<file path="config.mk">
export PLATFORM = sky130hd
export DESIGN_NAME = alu_operand_stage_flat
export DESIGN_NICKNAME = d
export VERILOG_FILES = /design/src/rtl/alu_operand_stage_if.sv /design/src/rtl/alu_operand_stage.sv /design/src/flat_wrapper.sv
export SDC_FILE = /design/constraint.sdc
export NUM_CORES = 1
export LEC_CHECK = 0
export BUFFER_PORTS_ARGS = -buffer_cell sky130_fd_sc_hd__buf_4
export CORE_AREA = 2 2 134 136
export CTS_CLUSTER_DIAMETER = 50
export DETAILED_ROUTE_END_ITERATION = 16
export DIE_AREA = 0 0 136 138
export PLACE_DENSITY_LB_ADDON = 0.12
export RECOVER_POWER = 25
export SLEW_MARGIN = 10
export SYNTH_ARGS = -nofsm -noshare
export SYNTH_HDL_FRONTEND = slang
export SYNTH_SLANG_ARGS = --single-unit
</file>
<file path="constraint.sdc">
create_clock -name clk -period 1.4 [get_ports clk]
set_input_delay 0.42 -clock clk [delete_from_list [all_inputs] [get_ports clk]]
set_output_delay 0.42 -clock clk [all_outputs]
set_load 0.02 [all_outputs]
</file>
<file path="src/rtl/alu_operand_stage_if.sv">
`default_nettype none
// ============================================================================
// Module      : alu_operand_stage_if
// Description : D-stage, forwarding and E-stage signal bundle for alu_operand_stage.
// Revision    : 1.0 - initial release
// ============================================================================
interface alu_operand_stage_if #(
  parameter int XLEN      = 32,
  parameter int RF_ADDR_W = 5
) ();
  logic                 stall_e;
  logic                 flush_e;
  logic                 valid_d;
  logic [3:0]           alu_ctrl_d;
  logic [XLEN-1:0]      reg1_d;
  logic [XLEN-1:0]      reg2_d;
  logic [XLEN-1:0]      imm_d;
  logic [XLEN-1:0]      pc_d;
  logic [RF_ADDR_W-1:0] rs1_d;
  logic [RF_ADDR_W-1:0] rs2_d;
  logic [RF_ADDR_W-1:0] rd_d;
  logic                 reg_write_d;
  logic                 mem_read_d;
  logic                 op1_src_d;
  logic [1:0]           op2_src_d;
  logic                 reg_write_m;
  logic [RF_ADDR_W-1:0] rd_m;
  logic [XLEN-1:0]      result_m;
  logic                 reg_write_w;
  logic [RF_ADDR_W-1:0] rd_w;
  logic [XLEN-1:0]      result_w;
  logic [XLEN-1:0]      Operand1;
  logic [XLEN-1:0]      Operand2;
  logic [3:0]           AluContrl;
  logic [XLEN-1:0]      store_data_e;
  logic                 valid_e;
  logic [RF_ADDR_W-1:0] rd_e;
  logic                 reg_write_e;
  logic                 mem_read_e;
  logic                 load_use_haz;
  logic [1:0]           fwd1_sel;
  logic [1:0]           fwd2_sel;

  modport master (
    output stall_e, flush_e, valid_d, alu_ctrl_d, reg1_d, reg2_d, imm_d, pc_d,
           rs1_d, rs2_d, rd_d, reg_write_d, mem_read_d, op1_src_d, op2_src_d,
           reg_write_m, rd_m, result_m, reg_write_w, rd_w, result_w,
    input  Operand1, Operand2, AluContrl, store_data_e, valid_e, rd_e,
           reg_write_e, mem_read_e, load_use_haz, fwd1_sel, fwd2_sel
  );

  modport slave (
    input  stall_e, flush_e, valid_d, alu_ctrl_d, reg1_d, reg2_d, imm_d, pc_d,
           rs1_d, rs2_d, rd_d, reg_write_d, mem_read_d, op1_src_d, op2_src_d,
           reg_write_m, rd_m, result_m, reg_write_w, rd_w, result_w,
    output Operand1, Operand2, AluContrl, store_data_e, valid_e, rd_e,
           reg_write_e, mem_read_e, load_use_haz, fwd1_sel, fwd2_sel
  );
endinterface
`default_nettype wire

</file>
<file path="src/rtl/alu_operand_stage.sv">
`default_nettype none
// ============================================================================
// Module      : alu_operand_stage
// Description : ID/EX register with MEM/WB operand forwarding and load-use detect.
//               Forwarding is built only when OPERAND_FWD_EN is defined.
// Revision    : 1.0 - initial release
// ============================================================================
module alu_operand_stage #(
  parameter int         XLEN      = 32,
  parameter int         RF_ADDR_W = 5,
  parameter logic [3:0] ALU_ADD   = 4'd3
) (
  input  logic              clk,
  input  logic              rst,
  alu_operand_stage_if.slave bus_io
);

  typedef struct packed {
    logic                 valid;
    logic [3:0]           alu;
    logic [XLEN-1:0]      reg1;
    logic [XLEN-1:0]      reg2;
    logic [XLEN-1:0]      imm;
    logic [XLEN-1:0]      pc;
    logic [RF_ADDR_W-1:0] rs1;
    logic [RF_ADDR_W-1:0] rs2;
    logic [RF_ADDR_W-1:0] rd;
    logic                 reg_write;
    logic                 mem_read;
    logic                 op1_src;
    logic [1:0]           op2_src;
  } e_stage_t;

  e_stage_t        stage_q;
  e_stage_t        stage_d;
  e_stage_t        w_nop;
  logic [XLEN-1:0] w_rs1_val;
  logic [XLEN-1:0] w_rs2_val;
  logic [1:0]      w_fwd1_sel;
  logic [1:0]      w_fwd2_sel;
  logic [XLEN-1:0] w_op2;

  always_comb begin
    w_nop     = '0;
    w_nop.alu = ALU_ADD;
  end

  always_comb begin
    stage_d = stage_q;
    if (bus_io.flush_e) begin
      stage_d = w_nop;
    end else if (!bus_io.stall_e) begin
      stage_d.valid     = bus_io.valid_d;
      stage_d.alu       = bus_io.alu_ctrl_d;
      stage_d.reg1      = bus_io.reg1_d;
      stage_d.reg2      = bus_io.reg2_d;
      stage_d.imm       = bus_io.imm_d;
      stage_d.pc        = bus_io.pc_d;
      stage_d.rs1       = bus_io.rs1_d;
      stage_d.rs2       = bus_io.rs2_d;
      stage_d.rd        = bus_io.rd_d;
      stage_d.reg_write = bus_io.reg_write_d;
      stage_d.mem_read  = bus_io.mem_read_d;
      stage_d.op1_src   = bus_io.op1_src_d;
      stage_d.op2_src   = bus_io.op2_src_d;
    end
  end

  always_ff @(posedge clk) begin
    if (rst) begin
      stage_q <= w_nop;
    end else begin
      stage_q <= stage_d;
    end
  end

`ifdef OPERAND_FWD_EN
  // MEM is younger than WB, so it wins; x0 is hardwired and never forwarded.
  always_comb begin
    w_fwd1_sel = 2'b00;
    w_rs1_val  = stage_q.reg1;
    if (bus_io.reg_write_m && (bus_io.rd_m != '0) && (bus_io.rd_m == stage_q.rs1)) begin
      w_fwd1_sel = 2'b10;
      w_rs1_val  = bus_io.result_m;
    end else if (bus_io.reg_write_w && (bus_io.rd_w != '0) && (bus_io.rd_w == stage_q.rs1)) begin
      w_fwd1_sel = 2'b01;
      w_rs1_val  = bus_io.result_w;
    end
  end

  always_comb begin
    w_fwd2_sel = 2'b00;
    w_rs2_val  = stage_q.reg2;
    if (bus_io.reg_write_m && (bus_io.rd_m != '0) && (bus_io.rd_m == stage_q.rs2)) begin
      w_fwd2_sel = 2'b10;
      w_rs2_val  = bus_io.result_m;
    end else if (bus_io.reg_write_w && (bus_io.rd_w != '0) && (bus_io.rd_w == stage_q.rs2)) begin
      w_fwd2_sel = 2'b01;
      w_rs2_val  = bus_io.result_w;
    end
  end
`else
  logic w_unused_fwd;
  assign w_unused_fwd = ^{bus_io.reg_write_m, bus_io.rd_m, bus_io.result_m,
                          bus_io.reg_write_w, bus_io.rd_w, bus_io.result_w,
                          stage_q.rs1, stage_q.rs2};
  assign w_fwd1_sel   = 2'b00;
  assign w_fwd2_sel   = 2'b00;
  assign w_rs1_val    = stage_q.reg1;
  assign w_rs2_val    = stage_q.reg2;
`endif

  always_comb begin
    case (stage_q.op2_src)
      2'b00:   w_op2 = w_rs2_val;
      2'b01:   w_op2 = stage_q.imm;
      2'b10:   w_op2 = XLEN'(4);
      default: w_op2 = '0;
    endcase
  end

  assign bus_io.Operand1     = stage_q.op1_src ? stage_q.pc : w_rs1_val;
  assign bus_io.Operand2     = w_op2;
  assign bus_io.AluContrl    = stage_q.alu;
  assign bus_io.store_data_e = w_rs2_val;
  assign bus_io.valid_e      = stage_q.valid;
  assign bus_io.rd_e         = stage_q.rd;
  assign bus_io.reg_write_e  = stage_q.reg_write;
  assign bus_io.mem_read_e   = stage_q.mem_read;
  assign bus_io.fwd1_sel     = w_fwd1_sel;
  assign bus_io.fwd2_sel     = w_fwd2_sel;

  assign bus_io.load_use_haz = !rst && stage_q.mem_read && stage_q.valid &&
                               (stage_q.rd != '0) &&
                               ((stage_q.rd == bus_io.rs1_d) || (stage_q.rd == bus_io.rs2_d));

endmodule
`default_nettype wire
</file>
<file path="src/flat_wrapper.sv">
// flat-port wrapper written by rule: the top's interface ports become plain ports
module alu_operand_stage_flat 
#(
  parameter int         XLEN      = 32,
  parameter int         RF_ADDR_W = 5,
  parameter logic [3:0] ALU_ADD   = 4'd3
)
  (clk, rst, bus_io_stall_e, bus_io_flush_e, bus_io_valid_d, bus_io_alu_ctrl_d, bus_io_reg1_d, bus_io_reg2_d, bus_io_imm_d, bus_io_pc_d, bus_io_rs1_d, bus_io_rs2_d, bus_io_rd_d, bus_io_reg_write_d, bus_io_mem_read_d, bus_io_op1_src_d, bus_io_op2_src_d, bus_io_reg_write_m, bus_io_rd_m, bus_io_result_m, bus_io_reg_write_w, bus_io_rd_w, bus_io_result_w, bus_io_Operand1, bus_io_Operand2, bus_io_AluContrl, bus_io_store_data_e, bus_io_valid_e, bus_io_rd_e, bus_io_reg_write_e, bus_io_mem_read_e, bus_io_load_use_haz, bus_io_fwd1_sel, bus_io_fwd2_sel);
  alu_operand_stage_if #(.XLEN(XLEN), .RF_ADDR_W(RF_ADDR_W)) bus_io_i ();
  input  logic clk;
  input  logic rst;
  input wire logic [$bits(bus_io_i.stall_e)-1:0] bus_io_stall_e;
  input wire logic [$bits(bus_io_i.flush_e)-1:0] bus_io_flush_e;
  input wire logic [$bits(bus_io_i.valid_d)-1:0] bus_io_valid_d;
  input wire logic [$bits(bus_io_i.alu_ctrl_d)-1:0] bus_io_alu_ctrl_d;
  input wire logic [$bits(bus_io_i.reg1_d)-1:0] bus_io_reg1_d;
  input wire logic [$bits(bus_io_i.reg2_d)-1:0] bus_io_reg2_d;
  input wire logic [$bits(bus_io_i.imm_d)-1:0] bus_io_imm_d;
  input wire logic [$bits(bus_io_i.pc_d)-1:0] bus_io_pc_d;
  input wire logic [$bits(bus_io_i.rs1_d)-1:0] bus_io_rs1_d;
  input wire logic [$bits(bus_io_i.rs2_d)-1:0] bus_io_rs2_d;
  input wire logic [$bits(bus_io_i.rd_d)-1:0] bus_io_rd_d;
  input wire logic [$bits(bus_io_i.reg_write_d)-1:0] bus_io_reg_write_d;
  input wire logic [$bits(bus_io_i.mem_read_d)-1:0] bus_io_mem_read_d;
  input wire logic [$bits(bus_io_i.op1_src_d)-1:0] bus_io_op1_src_d;
  input wire logic [$bits(bus_io_i.op2_src_d)-1:0] bus_io_op2_src_d;
  input wire logic [$bits(bus_io_i.reg_write_m)-1:0] bus_io_reg_write_m;
  input wire logic [$bits(bus_io_i.rd_m)-1:0] bus_io_rd_m;
  input wire logic [$bits(bus_io_i.result_m)-1:0] bus_io_result_m;
  input wire logic [$bits(bus_io_i.reg_write_w)-1:0] bus_io_reg_write_w;
  input wire logic [$bits(bus_io_i.rd_w)-1:0] bus_io_rd_w;
  input wire logic [$bits(bus_io_i.result_w)-1:0] bus_io_result_w;
  output wire logic [$bits(bus_io_i.Operand1)-1:0] bus_io_Operand1;
  output wire logic [$bits(bus_io_i.Operand2)-1:0] bus_io_Operand2;
  output wire logic [$bits(bus_io_i.AluContrl)-1:0] bus_io_AluContrl;
  output wire logic [$bits(bus_io_i.store_data_e)-1:0] bus_io_store_data_e;
  output wire logic [$bits(bus_io_i.valid_e)-1:0] bus_io_valid_e;
  output wire logic [$bits(bus_io_i.rd_e)-1:0] bus_io_rd_e;
  output wire logic [$bits(bus_io_i.reg_write_e)-1:0] bus_io_reg_write_e;
  output wire logic [$bits(bus_io_i.mem_read_e)-1:0] bus_io_mem_read_e;
  output wire logic [$bits(bus_io_i.load_use_haz)-1:0] bus_io_load_use_haz;
  output wire logic [$bits(bus_io_i.fwd1_sel)-1:0] bus_io_fwd1_sel;
  output wire logic [$bits(bus_io_i.fwd2_sel)-1:0] bus_io_fwd2_sel;
  assign bus_io_i.stall_e = bus_io_stall_e;
  assign bus_io_i.flush_e = bus_io_flush_e;
  assign bus_io_i.valid_d = bus_io_valid_d;
  assign bus_io_i.alu_ctrl_d = bus_io_alu_ctrl_d;
  assign bus_io_i.reg1_d = bus_io_reg1_d;
  assign bus_io_i.reg2_d = bus_io_reg2_d;
  assign bus_io_i.imm_d = bus_io_imm_d;
  assign bus_io_i.pc_d = bus_io_pc_d;
  assign bus_io_i.rs1_d = bus_io_rs1_d;
  assign bus_io_i.rs2_d = bus_io_rs2_d;
  assign bus_io_i.rd_d = bus_io_rd_d;
  assign bus_io_i.reg_write_d = bus_io_reg_write_d;
  assign bus_io_i.mem_read_d = bus_io_mem_read_d;
  assign bus_io_i.op1_src_d = bus_io_op1_src_d;
  assign bus_io_i.op2_src_d = bus_io_op2_src_d;
  assign bus_io_i.reg_write_m = bus_io_reg_write_m;
  assign bus_io_i.rd_m = bus_io_rd_m;
  assign bus_io_i.result_m = bus_io_result_m;
  assign bus_io_i.reg_write_w = bus_io_reg_write_w;
  assign bus_io_i.rd_w = bus_io_rd_w;
  assign bus_io_i.result_w = bus_io_result_w;
  assign bus_io_Operand1 = bus_io_i.Operand1;
  assign bus_io_Operand2 = bus_io_i.Operand2;
  assign bus_io_AluContrl = bus_io_i.AluContrl;
  assign bus_io_store_data_e = bus_io_i.store_data_e;
  assign bus_io_valid_e = bus_io_i.valid_e;
  assign bus_io_rd_e = bus_io_i.rd_e;
  assign bus_io_reg_write_e = bus_io_i.reg_write_e;
  assign bus_io_mem_read_e = bus_io_i.mem_read_e;
  assign bus_io_load_use_haz = bus_io_i.load_use_haz;
  assign bus_io_fwd1_sel = bus_io_i.fwd1_sel;
  assign bus_io_fwd2_sel = bus_io_i.fwd2_sel;
  alu_operand_stage #(.XLEN(XLEN), .RF_ADDR_W(RF_ADDR_W), .ALU_ADD(ALU_ADD)) u_core (.clk(clk), .rst(rst), .bus_io(bus_io_i));
endmodule
</file>
Word level (Yosys, flattened, before mapping)
Index checks and enable logic that the tools add are counted.

storage, ports and cells
  register bits = 143
  input bits = 233
  output and inout port bits = 113
  logic and storage cells = 26

cells by class
  equal/unequal tests = 4
  muxes and demuxes = 2
  reduce and logical (&&, ||, !) cells = 9

operator list
  cell                                                  count
  one-hot mux 32 bit (3 select lines)                   1
  two-way mux 32 bit                                    1
  equality test 5 bit                                   2
  nonzero test 5 bit                                    1
  logical AND 1 bit                                     4
  equality test 2 x 1 -> 1 bit (second input constant)  1
  equality test 2 bit (second input constant)           1
  logical NOT 2 bit                                     1
  OR reduction 2 bit                                    1
  logical NOT 1 bit                                     1
  logical OR 1 bit                                      1

Longest topological paths before layout
  depth in word-level cells = 5
  mapped depth = 5
  mapped depth without buffers = 4

Worst setup path after synthesis
No wires, ideal clock.

  path type = input to output
  start = input bus_io_rs1_d[2]
  end = output bus_io_load_use_haz
  data arrival time = 1.173 ns
  required time = 0.980 ns
  setup slack = -0.193 ns
  stages on the path = 4
  buffers on the path = 0
  path through = xor2_1 -> nor3_1 -> nand3_1 -> a21oi_1

between the ends
  cells in the longest elaborated chain, start to end = 3

RTL lines
  element              RTL line                  RTL
  from (decl)          flat_wrapper.sv:20        input wire logic [$bits(bus_io_i.rs1_d)-1:0] bus_io_rs1_d;
  equality test 5 bit  alu_operand_stage.sv:135  ((stage_q.rd == bus_io.rs1_d) || (stage_q.rd == bus_io.rs2_d));
  logical OR 1 bit     alu_operand_stage.sv:135
  logical AND 1 bit    alu_operand_stage.sv:134  (stage_q.rd != '0) &&
  to (decl)            flat_wrapper.sv:41        output wire logic [$bits(bus_io_i.load_use_haz)-1:0] bus_io_load_use_haz;

No other way between the ends.

Worst setup path in the final report
  start = register u_core.stage_q, in the netlist u_core.bus_io.rd_e[1]
  end = output bus_io_load_use_haz

between the ends
  cells in the longest elaborated chain, start to end = 3
  elaborated cells on any way between the ends = 6
  those cells by class = eq/ne: 2; reduce/logical: 4

RTL lines
  element                                                    RTL line                                            RTL
  from (decl)                                                alu_operand_stage.sv:34                             e_stage_t stage_q;
  from (signal assigned)                                     alu_operand_stage.sv:71                             stage_q <= w_nop;
  from (signal assigned)                                     alu_operand_stage.sv:73                             stage_q <= stage_d;
  equality test 5 bit or nonzero test 5 bit (tied branches)  alu_operand_stage.sv:135, alu_operand_stage.sv:134
  logical OR 1 bit or logical AND 1 bit (tied branches)      alu_operand_stage.sv:135, alu_operand_stage.sv:133
  logical AND 1 bit *                                        alu_operand_stage.sv:134

Every way passes the cells marked *; elsewhere a longest branch is shown, timed or not.

==> out/results.ini <==
[detailed_routing]
routedWlPerCell_um=15.8
vias=5208
drc=0
vias_per_cell=4.67
first_iter_violations=177
dr.pass1.iters=4
ant_nets=0
drt_wl_total_um=17700

[yosys]
synthDistinctLibCells=20
ys_seq_area_frac=0.444
syn_avg_cell_area_sq_um=10.1
synth_area_sq_um=6450
syn_inst=637
synth_warnings=0
synth_seq_cells=143

[global_routing]
overflow=0
grt_pass1_wl_um=27700
grt_pass1_vias=5551
track_usage=0.188
antenna_found_initial=0
grt_start_max_net_pins=65

[sta]
slew_viol_final=0
worst_hold_slack_ns=0.217
setup_viol_count_final=69
max-slew-margin-rel=0.538
worst_slew_pin_slew_ns=0.693
fin_skew_ns=0
min_period_ns=2.02
finalSetupTns_ns=-31.87
clock.fmax_ghz=0.496
min_period_over_period=1.44
final-hold-violation-count=0
timing.final.ws_setup_ns=-0.618
rsz0062_at_grt=true

[floorplan]
start_util=0.368
pin_count=346
fp-row-count=49
placeableCoreArea_sq_um=17500
die_w_um=136
die_h_um=138
die-area_sq_um=18800

[final_layout]
drive_above_1_share=0.519
postLayoutCellArea_sq_um=9990
regArea_sq_um=2920
instances_no_fill=1115
fill_cells=1535
utilization=0.570
multi_input_area_sq_um=3330
fin_nets=1107
syn_to_final_growth_pct=54.8
antenna_cells_inserted=0

[worst_hold_path]
hold_path_class=input port to flip-flop

[clocking]
clkTransAtPathRegs_ns=0.06
cts_tree=done
numCtsBuffers=17
htreeDepth=4
clockRootBuffer=clkbuf_16
cts.sinks=143
clockBufferDepth=2
worst_skew_pair.late_latency_ns=0.42

[place]
dpl_cell_area_sq_um=8580
gp_congestion=0.745
hpwl_um=12300
post-place-cells=1072
pre_cts_ws_ns=-0.278
io_buffers=265

[pwr]
leakage_nw=4.62
powerDensity_nw_per_um2=1050
total_power_mw=10.5
vdd_drop_max_uv=855

[worst_setup_path]
critPathCaptureType=output pin
cp_cell_sequence=or4_1 > o21ai_2 > a21oi_2 > buf_6
cp-start-kind=flip-flop
required_ns=0.98
crit_type=flip-flop to output pin
slowest_delay_ns=0.54
cp_slowest_cell=or4_1
cp.arrival_ns=1.60
critical_path_peak_fanout=2

[outcome]
outcome=finished with violations
violations=setup timing

[job]
drv_cap=0

==> flip-flops by register name, indices dropped and copies added, names as in the netlist <==
signal,count
u_core.bus_io.rd_e,5
u_core.bus_io.AluContrl,4
u_core.bus_io.mem_read_e,1
u_core.bus_io.reg_write_e,1
u_core.bus_io.store_data_e,32
u_core.bus_io.valid_e,1
u_core.w_rs1_val,32
u_core.stage_q,67
==> metal layers <==
metal	global-route usage	up-vias	wire length [um]	part of all wire
met4	0.0806	0	464	0.026
met1	0.201	2446	6710	0.38
met5	0	-	0	0
met2	0.331	184	8990	0.51
li1	-	2546	-	-
met3	0.0653	32	1490	0.085
==> area by class of cell <==
cell class,instances,share of cell area
clock buffers,23,0.0509
clock inverters,8,0.0104
multi-input cells,408,0.333
flip-flops and latches,143,0.292
well taps,229,0.0287
repair buffers,304,0.285
==> worst max-delay path: cells and delay by family, from the launching register on <==
family	cells	cell delay, ns
AOI/OAI and AO/OA	2	0.20
buffers and inverters	1	0.13
DFF	1	0.32
and+or+nand+nor	1	0.54
==> synthesized netlist by cell type <==
library cell	instances	area share
mux2i_1	174	0.27
nor2_1	165	0.096
dfxtp_1	143	0.44
buf_4	55	0.064
mux2_2	32	0.056
buf_2	13	0.010
buf_6	12	0.021
nor2_2	10	0.0097
clkbuf_1	9	0.0052
xor2_1	6	0.0081
xnor2_1	4	0.0054
nand2_1	3	0.0017
nand3_1	2	0.0016
nor3_1	2	0.0016
o21ai_0	2	0.0016
a21oi_1	1	0.00077
conb_1	1	0.00058
nand3b_1	1	0.0012
or2_1	1	0.00097
or4_1	1	0.0012
==> report_power, final <==
group / leakage [nW] / switching (mW) / internal, mW / total (mW)
Clock: 0.290 / 1.73 / 2.90 / 4.63
Sequential: 1.18 / 0.101 / 4.21 / 4.31
Combinational: 3.15 / 0.675 / 0.884 / 1.56
==> layout by cell type, fill, tap and decap left out, types with 2 or more instances in the layout <==
master and count:
buf_6 74, mux2i_1 153, xnor2_1 4, dfxtp_2 28, nand2_1 3, conb_1 4, dfxtp_1 110, nor2_1 138
o21ai_2 2, mux2i_2 10, mux2_4 32, mux2i_4 11, clkinvlp_4 4, buf_12 17, nor3_1 2, bufinv_16 2
buf_16 2, buf_8 2, nand3_1 2, clkbuf_16 18, xor2_1 6, dfxtp_4 5, buf_4 205, clkbuf_8 7
nor2_2 37
==> kinds of logic (layout without fill, tap and decap cells) <==
family	Yosys count	count (layout)	share of synthesized area
xor gates and xnor gates	10	10	0.0136
AOI/OAI and AO/OA	3	3	0.00233
buffers and inverters	89	335	0.100
other	1	4	0.000581
muxes	206	206	0.326
DFF	143	143	0.444
and+or+nand+nor	185	185	0.114
==> timing repair <==
action	4_1_cts	5_1_grt
setup endpoints to repair	70	86
gates resized for setup	118	53
buffers inserted	7	3
hold buffers	0	0
pin swaps	6	7
cloned	4	1
==> path summary, 6_finish.rpt <==
check	end	depth (start not counted)	startpoint	slack [ns]
worst min-delay path	u_core.bus_io.AluContrl[1]	3	bus_io_alu_ctrl_d[1]	0.22
worst max-delay path	bus_io_load_use_haz	4	u_core.bus_io.rd_e[1]	-0.62
worst min register to register	u_core.w_rs1_val[11]	2	u_core.w_rs1_val[11]	0.50
worst max register to register	u_core.stage_q[0]	5	u_core.stage_q[0]	0.33
Power figures use the tool's default switching activity.
